===== config.mk =====
export PLATFORM = sky130hd
export DESIGN_NAME = hex_display_unit
export DESIGN_NICKNAME = d
export VERILOG_FILES = /design/src/rtl/hex_display_unit.sv
export SDC_FILE = /design/constraint.sdc
export NUM_CORES = 1
export LEC_CHECK = 0
export CORE_MARGIN = 3
export CORE_UTILIZATION = 35
export DETAILED_ROUTE_END_ITERATION = 8
export GPL_TIMING_DRIVEN = 0
export SYNTH_ARGS = -nofsm -noshare
export SYNTH_HDL_FRONTEND = slang
export SYNTH_SLANG_ARGS = --single-unit

===== constraint.sdc =====
create_clock -name CLOCK_50 -period 4.1 [get_ports CLOCK_50]
set_input_delay 0.82 -clock CLOCK_50 [delete_from_list [all_inputs] [get_ports CLOCK_50]]
set_output_delay 0.82 -clock CLOCK_50 [all_outputs]
set_load 0.005 [all_outputs]

===== src/rtl/hex_display_unit.sv =====
// Clock housekeeping and memory-mapped display block: emulated PLL lock/reset pair,
// store-addressed HEX and LEDR registers, and six active-low seven-segment digits.
module hex_display_unit #(
  parameter int unsigned LOCK_CYCLES = 16,
  parameter logic [31:0] ADDRHEX     = 32'hFFFFF000,
  parameter logic [31:0] ADDRLEDR    = 32'hFFFFF020,
  parameter logic [23:0] HEX_RESET   = 24'hFEDEAD
) (
  input  logic        CLOCK_50,
  input  logic        RESET_N,
  input  logic        wr_en,
  input  logic [31:0] wr_addr,
  input  logic [31:0] wr_data,
  input  logic [5:0]  blank,
  output logic        locked,
  output logic        reset_out,
  output logic [6:0]  HEX0,
  output logic [6:0]  HEX1,
  output logic [6:0]  HEX2,
  output logic [6:0]  HEX3,
  output logic [6:0]  HEX4,
  output logic [6:0]  HEX5,
  output logic [9:0]  LEDR
);

  localparam int unsigned CNT_W = $clog2(LOCK_CYCLES + 1);
  localparam logic [CNT_W-1:0] LOCK_TARGET = CNT_W'(LOCK_CYCLES);

  logic [CNT_W-1:0] cnt_r;
  logic [CNT_W-1:0] cnt_next_s;
  logic             locked_r;
  logic             reset_out_r;
  logic [23:0]      hex_r;
  logic [9:0]       ledr_r;
  logic             hex_wr_s;
  logic             ledr_wr_s;
  logic [6:0]       digit_s [6];
  logic             unused_data_s;

  function automatic logic [6:0] seg_decode(input logic [3:0] nib);
    logic [6:0] seg;
    case (nib)
      4'h0:    seg = 7'h40;
      4'h1:    seg = 7'h79;
      4'h2:    seg = 7'h24;
      4'h3:    seg = 7'h30;
      4'h4:    seg = 7'h19;
      4'h5:    seg = 7'h12;
      4'h6:    seg = 7'h02;
      4'h7:    seg = 7'h78;
      4'h8:    seg = 7'h00;
      4'h9:    seg = 7'h10;
      4'hA:    seg = 7'h08;
      4'hB:    seg = 7'h03;
      4'hC:    seg = 7'h46;
      4'hD:    seg = 7'h21;
      4'hE:    seg = 7'h06;
      4'hF:    seg = 7'h0E;
      default: seg = 7'h7F;
    endcase
    return seg;
  endfunction

  assign cnt_next_s    = cnt_r + CNT_W'(1);
  assign hex_wr_s      = wr_en && (wr_addr == ADDRHEX);
  assign ledr_wr_s     = wr_en && (wr_addr == ADDRLEDR);
  assign unused_data_s = ^wr_data[31:24];

  // Lock counter: counts edges after release, asserts lock on reaching target, then holds.
  always_ff @(posedge CLOCK_50 or negedge RESET_N) begin
    if (!RESET_N) begin
      cnt_r       <= '0;
      locked_r    <= 1'b0;
      reset_out_r <= 1'b1;
    end else if (!locked_r) begin
      cnt_r <= cnt_next_s;
      if (cnt_next_s == LOCK_TARGET) begin
        locked_r    <= 1'b1;
        reset_out_r <= 1'b0;
      end else begin
        locked_r    <= 1'b0;
        reset_out_r <= 1'b1;
      end
    end else begin
      cnt_r       <= cnt_r;
      locked_r    <= 1'b1;
      reset_out_r <= 1'b0;
    end
  end

  // Display registers: held at their reset values until locked, then loaded by stores.
  always_ff @(posedge CLOCK_50 or negedge RESET_N) begin
    if (!RESET_N) begin
      hex_r  <= HEX_RESET;
      ledr_r <= 10'h000;
    end else if (!locked_r) begin
      hex_r  <= HEX_RESET;
      ledr_r <= 10'h000;
    end else begin
      if (hex_wr_s) begin
        hex_r <= wr_data[23:0];
      end
      if (ledr_wr_s) begin
        ledr_r <= wr_data[9:0];
      end
    end
  end

  // Per-digit decode with blanking; combinational so a write shows on the next edge.
  always_comb begin
    for (int i = 0; i < 6; i++) begin
      digit_s[i] = 7'h7F;
      if (blank[i]) begin
        digit_s[i] = 7'h7F;
      end else begin
        digit_s[i] = seg_decode(hex_r[4*i +: 4]);
      end
    end
  end

  assign locked    = locked_r;
  assign reset_out = reset_out_r;
  assign LEDR      = ledr_r;
  assign HEX0      = digit_s[0];
  assign HEX1      = digit_s[1];
  assign HEX2      = digit_s[2];
  assign HEX3      = digit_s[3];
  assign HEX4      = digit_s[4];
  assign HEX5      = digit_s[5];

endmodule


==> impl.org, run 1 <==
** Timing
- Timing would allow up to 0.299 GHz.
- Setup violations remaining at the end of the flow were counted as 0.
- The hold violation total from the final report is 0.
- Setup TNS :: 0 ps
- For the pin with the worst max-slew slack, the measured transition is 612 ps.
- The final count of pins violating max slew is 0.
- In the finished design, the share of the clock period the worst path needs comes to 0.816.
- In this run the tightest slew margin relative to its limit is 0.589.
- For the final database, setup skew stands at 8.46 ps.
- Setup repair after global routing left no endpoint under its margin.
- Post-layout minimum cycle time :: 3350 ps

** Route
- Number of remaining DRC errors :: 0
- In this run the remaining antenna-violating nets after routing total 0.
- Dividing the detail-routed wire length by the instance count gives 14.7 um.
- Detailed routing inserted a total of 3,215 vias.
- Router iterations before antenna repair :: 4
- The routed design has 9520 um of wire.
- After detailed routing, the number of vias per cell comes to 4.97.
- 1st-iter DRT viols :: 150

** Layout
- Core Util, Final :: 0.516
- The filler cells instantiated in the layout total 942.
- Area growth syn-to-layout :: 40.7%
- The multi-input combinational cells in the finished layout cover a total of 2410 um2.
- Number of nets in the layout :: 624
- The repair_antennas step left the layout with diodes totalling 0.
- In the layout the commonest cells are 117 x sky130_fd_sc_hd__clkdlybuf4s50_1, 53 x sky130_fd_sc_hd__mux2i_1, 43 x sky130_fd_sc_hd__nor2b_1.
- Most common cell after layout, fill and taps aside :: sky130_fd_sc_hd__clkdlybuf4s50_1
- Of the cells placed in the final design, the portion with a size suffix greater than 1 is 0.113.
- FF/Latch Area :: 1050 um2

** Synth
- Average instance area after synthesis :: 9.39 um2
- Number of instances in the synthesized netlist :: 387
- Top cell type's share of synthesized area :: 0.152
- During synthesis, Yosys emitted a total of 0 warnings.
- Sequential cell area fraction in the yosys report :: 0.289
- After synthesis the netlist holds a flip-flop and latch count of 41.
- Leading post-synthesis cells by cell area :: sky130_fd_sc_hd__dfrtp_1 15%, sky130_fd_sc_hd__mux2i_1 15%, sky130_fd_sc_hd__dfstp_2 14%, sky130_fd_sc_hd__ha_1 13%, sky130_fd_sc_hd__nor2b_1 7.4%
- The netlist uses 35 different library cells.
- Synthesized Nets :: 498
- Post-synthesis instance area :: 3630 um2
- The synthesized design spends more area on one cell type than any other, namely sky130_fd_sc_hd__dfrtp_1.

** Power
- In this run the power density over the cells is 173 nW/um2.
- Register share of total power :: 0.457
- Switch share :: 0.213
- Clk pwr share :: 0.389
- The internal portion of the total power is 698 uW.
- For this design the total switching power over the nets is 189 uW.
- The share of total power dissipated in combinational logic is 0.154.
- IR analysis of the VDD net gives a maximum drop of 0.170 mV.
- Total leakage power :: 0.00230 uW

** Clocking
- No sink is reached through more buffers than the 2 on the longest clock path.
- TritonCTS built the clock tree.
- CTS placed an instance of sky130_fd_sc_hd__clkbuf_8 at the clock tree root.
- Insertion delay to the later sink of the worst-skew pair :: 290 ps
- In this run, post-CTS hold repair placed 0 buffers.
- The number of gates resized after CTS was 0.
- Reg clk slew, reported paths :: 80 ps
- The tree built by TritonCTS fans out to 41 sinks.
- Number of setup buffers added after CTS :: 0
- In this run the number of H-tree levels came out at 2.
- Number of CTS-inserted buffers :: 5

** Worst setup path
- Of all nets on the critical path, the largest fanout is 6.
- Worst R2R Start :: locked
- The worst setup path is launched from a flop.
- Critical path data required time :: 3280 ps
- Kind of capture point of the worst setup path :: output port
- Tracing the worst setup path back leads to its startpoint at hex_r[5].
- Data arrival time of the critical path :: 2530 ps
- The setup path with the least slack is of type reg2out.

** Die
- Site row count :: 36
- The die is 108 um tall.
- # IOs :: 127
- Measured along the x axis, the die boundary spans 108 um.
- Die ar. :: 11,600 um2
- Initial standard-cell utilization of the core :: 0.367
- Standard cell core area :: 9910 um2

** Global route
- Initial antenna violation count :: 0
- Largest net degree at the start of global routing :: 34
- All-layer global routing usage :: 0.167
- Residual overflow from global routing :: 0
- Number of global-route vias before repair :: 3,225
- Wire length of the first global-routing pass :: 15,800 um

** Placed design
- Summed over all nets, the half-perimeter wirelength after detailed placement is 7350 um.
- Buffers added on ports :: 118
- The congestion estimate from routability-driven global placement came to 0.901.

** Run status
- The run finished with clean final reports.

** Hold path
- The min-delay analysis places its worst path in the category in2async.

** Flow run
- Across the run, the number of max-cap violations was 0.
## registers in the layout, indices dropped and copies added (netlist names)
name,flops
reset_out,1
LEDR,10
hex_r,24
locked,1
cnt_r,5
## stage by stage
step | power (uW) | instance area (um2) | setup WS, ps | hold slack [ps] | std cells
after CTS | 895 | 5110 | 750 | 381 | 647
after detailed placement | 550 | 4990 | 970 | 485 | 639
after global placement | 547 | 4980 | 1010 | 486 | 638
final | 886 | 5110 | 755 | 382 | 647
after global routing | 926 | 5110 | 667 | 377 | 647
after floorplan | 439 | 3630 | 1610 | 459 | 387
## power by group through the flow
stage                     sequential [uW]  clock, uW  combinational, uW
after global routing                  405        373                148
after global placement                412          0                135
final                                 405        345                136
after CTS                             405        352                139
after floorplan                       412          0               26.8
after detailed placement              412          0                138
## worst max-delay path: stages (launching register included)
cell                              delay, ps
sky130_fd_sc_hd__dfstp_2                600
sky130_fd_sc_hd__inv_1                  100
sky130_fd_sc_hd__ha_1                   290
sky130_fd_sc_hd__inv_1                   50
sky130_fd_sc_hd__mux4_2                 450
sky130_fd_sc_hd__or2_2                  290
sky130_fd_sc_hd__clkdlybuf4s50_1        450
## routing by layer
metal | track usage | routed length, um
met1 | 0.225 | 4420
met2 | 0.286 | 4640
met3 | 0.0246 | 388
met4 | 0.0289 | 70
met5 | 0 | 0
## area by class of cell
class,instances,share of cell area
multi-input combinational,304,0.471
timing repair buffer,119,0.234
sequential,41,0.205
tap,133,0.0326
buffer,22,0.0193
clock buffer,7,0.0169
inverter,20,0.0147
clock inverter,1,0.00588
## cell families after synthesis
kind of cell	Yosys count	synth area share
adder cells (fa/ha/maj)	38	0.131
flip-flops	41	0.289
multiplexers	71	0.220
buffers and inverters	42	0.0479
AO/OA/AOI/OAI	45	0.0937
AND/OR/NAND/NOR	146	0.208
XOR/XNOR	4	0.00964
## cells in the mapped netlist, drive strengths merged
cell type,number
nor4,3
mux4,6
dfstp,19
clkbuf,16
nand4,4
nor2,32
nor2b,43
mux2i,53
ha,38
a21o,1
o21ai,9
nand4b,2
a21oi,5
dfrtp,22
xnor2,4
a221o,12
inv,20
or2,6
a31oi,6
nand2,40
nor4b,1
nor3b,2
a211o,11
nand3,1
or4,1
and2,1
buf,6
nor3,7
and4b,1
mux2,12
a31o,1
nand2b,2
## final timing paths
path / end / slack, ps / depth (start not counted)
min reg2reg: cnt_r[4] / 510 / 1
max reg2reg: LEDR[1] / 2440 / 4
min: LEDR[3] / 380 / 1
max in group asynchronous: hex_r[15] / 3190 / 2
max: HEX1[3] / 750 / 6
min in group CLOCK_50: cnt_r[4] / 510 / 1
(Power assumes the default switching activity.)
==> inputs of run 2 (changes only) <==
- clock period: 4.1 -> 3.1 ns (I/O delays scaled with it)
==> impl.org, run 2 (same netlist as run 1, synthesis figures left out) <==
** Worst setup path
- The largest fanout on the critical path is 4 (-2).
- Kind of capture point of the worst setup path :: output port
- The critical path in this run is classified as reg2out.
- Data arrival time of the critical path :: 2380 ps (-150 ps)
- Worst setup SP type :: flop
- Critical path data required time :: 2480 ps (-800 ps)

** Timing
- The total setup violations reported at the end of the flow is 0 (unchanged).
- Fmax :: 0.334 GHz
- Worst-margin pin slew :: 614 ps (+2.09 ps)
- Final hold violation count :: 0 (unchanged)
- Least setup slack across all paths after layout :: 104 ps (-651 ps)
- Worst-case headroom to the max-slew limit :: 0.588 (-0.00141)
- Fin Hold WS :: 182 ps (-200 ps)
- Setup TNS :: 0 ps (unchanged)
- RSZ-0062 raised after global routing :: false
- Number of pins exceeding their max-slew limit in the final report :: 0 (unchanged)
- In the finished design, the share of the clock period the worst path needs comes to 0.967.
- The final clock skew came to 8.48 ps (+0.0264 ps).
- Subtracting the final worst setup slack from the clock period gives 3000 ps.

** Die
- Site row count :: 36 (unchanged)
- The die extent in y came to 108 um (unchanged).
- # IOs :: 127 (unchanged)
- The width of the die came to 108 um (unchanged).
- Initial standard-cell utilization of the core :: 0.367 (unchanged)
- The overall die area is 11,600 um2 (unchanged).
- Standard cell core area :: 9910 um2 (unchanged)

** Global route
- The total routing usage reported by global routing was 0.169 (+0.00240).
- The first-pass GRT wire length was 16,000 um (+1.4%).
- Residual overflow from global routing :: 0 (unchanged)
- Largest net degree at the start of global routing :: 34 (unchanged)
- Initial antenna violation count :: 0 (unchanged)
- The number of global-route vias before repair is 3,257 (+0.99%).

** Placed design
- Post-DP HPWL :: 7350 um (unchanged)
- Final GP Congestion :: 0.901 (unchanged)
- The count of buffers inserted at the top-level ports was 118 (unchanged).
- Cell Area, Placed :: 4990 um2 (unchanged)
- Post-place setup slack :: 170 ps (-800 ps)

** Route
- The total wirelength of the detailed-routed design was 9660 um (+1.4%).
- Routed wirelength normalized by instance count :: 14.8 um (+0.34%)
- 1st-iter DRT viols :: 147 (-2.0%)
- The detail-routed via count per cell came to 4.97 (about the same).
- Via count :: 3,252 (+1.2%)
- Number of antenna-violating nets in the routed design :: 0 (unchanged)
- Router iterations before antenna repair :: 5 (+1)
- Number of remaining DRC errors :: 0 (unchanged)

** Layout
- The number of filler instances in the final layout was 939 (-0.32%).
- The number of diodes is 0 (unchanged).
- Most common cell after layout, fill and taps aside :: sky130_fd_sc_hd__clkdlybuf4s50_1
- The area occupied by registers was 1050 um2 (+0.48%).
- The net total in the final layout was 631 (+1.1%).
- The number of flip-flops under the largest register name was 24 (unchanged).
- Top library cells by usage in the layout, fill and taps aside :: 113 x sky130_fd_sc_hd__clkdlybuf4s50_1, 53 x sky130_fd_sc_hd__mux2i_1, 43 x sky130_fd_sc_hd__nor2b_1
- Fraction of final layout cells sized beyond drive strength 1 :: 0.136 (+0.0234)
- The multi-input combinational cell area came to 2420 um2 (+0.52%).
- The final cell area excluding filler cells came to 5190 um2 (+1.6%).
- hex_r holds more flip-flops than any other register.
- Area growth syn-to-layout :: 42.9%

** Clocking
- CTS H-tree lvls :: 2 (unchanged)
- Clock tree sinks :: 41 (unchanged)
- Reg clk slew, reported paths :: 80 ps (about the same)
- Insertion delay to the later sink of the worst-skew pair :: 290 ps (about the same)
- Clock tree from TritonCTS :: yes
- The cell sitting at the root of the clock tree is a sky130_fd_sc_hd__clkbuf_8.
- The buffer levels on the longest clock path is 2 (unchanged).
- The CTS buffer count was 5 (unchanged).
- Post-cts hold buffer count :: 0 (unchanged)

** Run status
- The run finished with clean final reports.

** Power
- Power per cell area :: 226 nW/um2 (+30%)
- The static leakage power was 0.00234 uW (+1.7%).
- The maximum vdd drop came to 0.225 mV (+32%).
- The total power consumption of the routed design came to 1170 uW (+32%).

** Flow run
- Number of max-cap violations :: 0 (unchanged)

** Hold path
- The min-delay analysis places its worst path in the category in2async.
## run 2: cell types whose count changed in the layout (fill, tap and decap cells not counted)
cell                              delta
sky130_fd_sc_hd__buf_4               +7
sky130_fd_sc_hd__clkdlybuf4s50_1     -4
sky130_fd_sc_hd__dfrtp_1             -4
sky130_fd_sc_hd__dfrtp_2             +4
sky130_fd_sc_hd__dlymetal6s2s_1      +4
sky130_fd_sc_hd__ha_1                -1
sky130_fd_sc_hd__ha_4                +1
sky130_fd_sc_hd__inv_1               -1
sky130_fd_sc_hd__inv_2               +1
## run 2: critical path: stages, from the launching register on
cell	delay, ps
sky130_fd_sc_hd__dfstp_2	530
sky130_fd_sc_hd__inv_1	80
sky130_fd_sc_hd__ha_1	290
sky130_fd_sc_hd__inv_1	50
sky130_fd_sc_hd__mux4_2	430
sky130_fd_sc_hd__or2_2	270
sky130_fd_sc_hd__clkdlybuf4s50_1	440
## run 2: power breakdown
group	switching, uW	internal (uW)	total [uW]
combinational	56.3	124	180
sequential	0.00000244	536	536
clock	193	263	456
total	249	922	1170
## run 2: final cells by class
class,count,share of cell area
clock inverters,1,0.00578
well taps,133,0.0321
repair buffers,126,0.242
inverters,20,0.0145
plain buffers,22,0.0190
clock buffers,7,0.0166
flip-flops and latches,41,0.203
multi-input cells,304,0.466
## run 2: repair_timing
item	in CTS	in global routing
endpoints found under the setup margin	6	5
buffers inserted	7	0
resized for setup	0	10
## run 2: path summary, 6_finish.rpt
path | from | endpoint | slack (ps) | depth (start not counted)
max | hex_r[12] | HEX3[3] | 100 | 6
min in group CLOCK_50 | cnt_r[4] | cnt_r[4] | 510 | 1
min | RESET_N | LEDR[3] | 180 | 1
max in group asynchronous | RESET_N | hex_r[15] | 2390 | 2
min reg2reg | cnt_r[4] | cnt_r[4] | 510 | 1
max reg2reg | locked | LEDR[1] | 1450 | 4
## run 2: per-layer routing
layer | routed length [um] | GRT usage
met1 | 4420 | 0.229
met2 | 4730 | 0.290
met3 | 437 | 0.0246
met4 | 70 | 0.0289
met5 | 0 | 0
## run 2: through the flow
step                utilization  instances
floorplan                     -        387
global placement          0.503        638
detailed placement        0.504        639
CTS                       0.521        654
global route              0.524        654
finish                    0.524        654
==> inputs of run 3 (changes only) <==
- SKIP_LAST_GASP: not set -> 1
==> results of run 3 <==
The final DEF is identical to that of run 2; final timing and power are the same.
==> edit, RTL diff (config.mk and constraints of run 1) <==
The parameter `LOCK_CYCLES` goes from 16 to 32.
--- a/src/rtl/hex_display_unit.sv
+++ b/src/rtl/hex_display_unit.sv
@@ -1,7 +1,7 @@
 // Clock housekeeping and memory-mapped display block: emulated PLL lock/reset pair,
 // store-addressed HEX and LEDR registers, and six active-low seven-segment digits.
 module hex_display_unit #(
-  parameter int unsigned LOCK_CYCLES = 16,
+  parameter int unsigned LOCK_CYCLES = 32,
   parameter logic [31:0] ADDRHEX     = 32'hFFFFF000,
   parameter logic [31:0] ADDRLEDR    = 32'hFFFFF020,
   parameter logic [23:0] HEX_RESET   = 24'hFEDEAD
Function: no difference found for any inputs over 10 cycles, from zero or initial values and one cycle with RESET_N low; that may be too few to reach the edited logic, so the function may still have changed.
==> edit against run 1 <==
  * Register-to-register slack improved by 0.11 ns
  * Area after synthesis increased by 0.41%
  * Sequential cell count increased by 1
  * Highest routed layer unchanged
  * Via count decreased by 0.68%
  * Critical path depth unchanged
  * Design area decreased by 0.29%
  * Total power decreased by 8.5%
  * Routed wire length increased by 1.9%
  * Cell count increased by 0.31%
  * Worst setup slack improved by 0.0055 ns
  * Sequential power increased by 2%
==> edit: results (changes against run 1) <==
- Endpoints failing hold: 0 (unchanged)
- Slew HR: 0.594 (+0.00537)
- Max VDD drop: 0.177 mV (+4.1%)
- N_diodes: 0 (unchanged)
- First-pass GRT wire length: 15900 µm (+0.44%)
- Post-synth cell types: 35 (unchanged)
- Max FFs per register: 24 (unchanged)
- CTS H-tree lvls: 2 (unchanged)
- Yosys warnings: 0 (unchanged)
- Largest net degree at the start of global routing: 39 (+15%)
- Async S/R FF share, synth: 1.00 (unchanged)
- Clock transition at path regs: 0.09 ns
- Vias in the first global route: 3249 (+0.74%)
- Initial antenna violation count: 0 (unchanged)
- Arrival @ worst endpoint: 2.52 ns (about the same)
- Initial DRC Count: 103 (-31%)
- Compound-Gate Fraction of Synth Area: 0.0926 (-0.00107)
- Placed Area: 5010 µm² (+0.30%)
- Top cells by area, synth: dfrtp_1, mux2i_1, dfstp_2
- Fillers: 956 (+1.5%)
- GR Util All Layers: 0.166 (-0.000986)
- Post-CTS Setup Bufs: 0 (unchanged)
- Gates resized, CTS repair: 0 (unchanged)
- Mux cell area share after synthesis: 0.219 (-0.00125)
- Internal power: 0.629 mW (-9.9%)
- Final HPWL DP: 7600 µm (+3.4%)
- Leak: 2.29 nW (-0.47%)
- GP Congestion: 0.847 (-5.9%)
- Dpl ws: 0.964 ns (-0.00606 ns)
- Seq pwr share: 0.512 (+0.055)
- Crit path max fanout: 7 (+1)
- Nets@finish: 625 (+0.16%)
- First-pass DRT Iterations: 4 (unchanged)
- Wirelength per Cell: 15.0 µm (+1.6%)
- Register area share after synthesis: 0.295 (+0.00567)
- Top reg by flops: hex_r
- Post-Synth Adder-Cell Area: 0.127 (-0.00397)
- CTS Root Cell: clkbuf_8
- Synth Area in XOR/XNOR: 0.0120 (+0.00236)
- Post-synth top cells: mux2i_1, nor2b_1, nand2_1
- Clock Latency Late Sink: 0.29 ns (about the same)
- IO buf count: 118 (unchanged)
- Clock Tree Buf Depth: 2 (unchanged)
- Outcome: finished, final reports clean
- Share of cells above drive strength 1: 0.110 (-0.00238)
- Logic pwr share: 0.167 (+0.013)
- Vias/cell: 4.92 (-0.99%)
- Cell Pwr Density: 159 nW/µm² (-8.2%)
- Fin Clk Skew: 0.00906 ns (+0.000599 ns)
- Net Count, Synth: 499 (+0.20%)
- Hold Path Class: primary input to asynchronous set/reset pin
- Cts bufs inserted: 5 (unchanged)
[edit: cells by family after synthesis]
kind of cell,Yosys count
adders and majority gates,37
and+or+nand+nor,145
xor gates and xnor gates,5
AOI/OAI and AO/OA,45
buffers and inverters,44
DFF,42
muxes,71
[edit: critical path, cell delays in order (launching register included)]
cell and delay, ns:
dfstp_2 0.60, inv_1 0.11, ha_1 0.28, inv_1 0.05, mux4_2 0.44, or2_2 0.28, clkdlybuf4s50_1 0.46
[edit: area by class of cell]
type / instances / share of cell area
Inverter: 21 / 0.0155
Buffer: 23 / 0.0201
Clock buffer: 6 / 0.0142
Timing Repair Buffer: 119 / 0.235
Multi-Input combinational cell: 303 / 0.469
Sequential cell: 42 / 0.211
Clock inverter: 2 / 0.00270
Tap cell: 133 / 0.0327
[edit: metal layers]
metal,track usage,share of wire,wire length [µm],vias to the layer above
li1,-,-,-,1601
met1,0.216,0.45,4330,1522
met2,0.297,0.51,4990,68
met3,0.0263,0.035,344,2
met4,0.0243,0.0042,41,0
met5,0,0,0,-
[edit: stage by stage]
step	instances	util
after floorplan	389	-
after global placement	640	0.502
after detailed placement	641	0.503
after CTS	649	0.512
after global routing	649	0.512
final	649	0.512
[edit: worst paths after layout]
path	slack [ns]	cells past startpoint	start	end
worst max-delay path	0.76	6	hex_r[12]	HEX3[3]
worst min-delay path	0.34	1	RESET_N	LEDR[8]
worst max register to register	2.55	3	locked	cnt_r[1]
worst min register to register	0.50	1	cnt_r[0]	cnt_r[0]
max in group asynchronous	3.27	2	RESET_N	hex_r[3]
min in group CLOCK_50	0.50	1	cnt_r[0]	cnt_r[0]
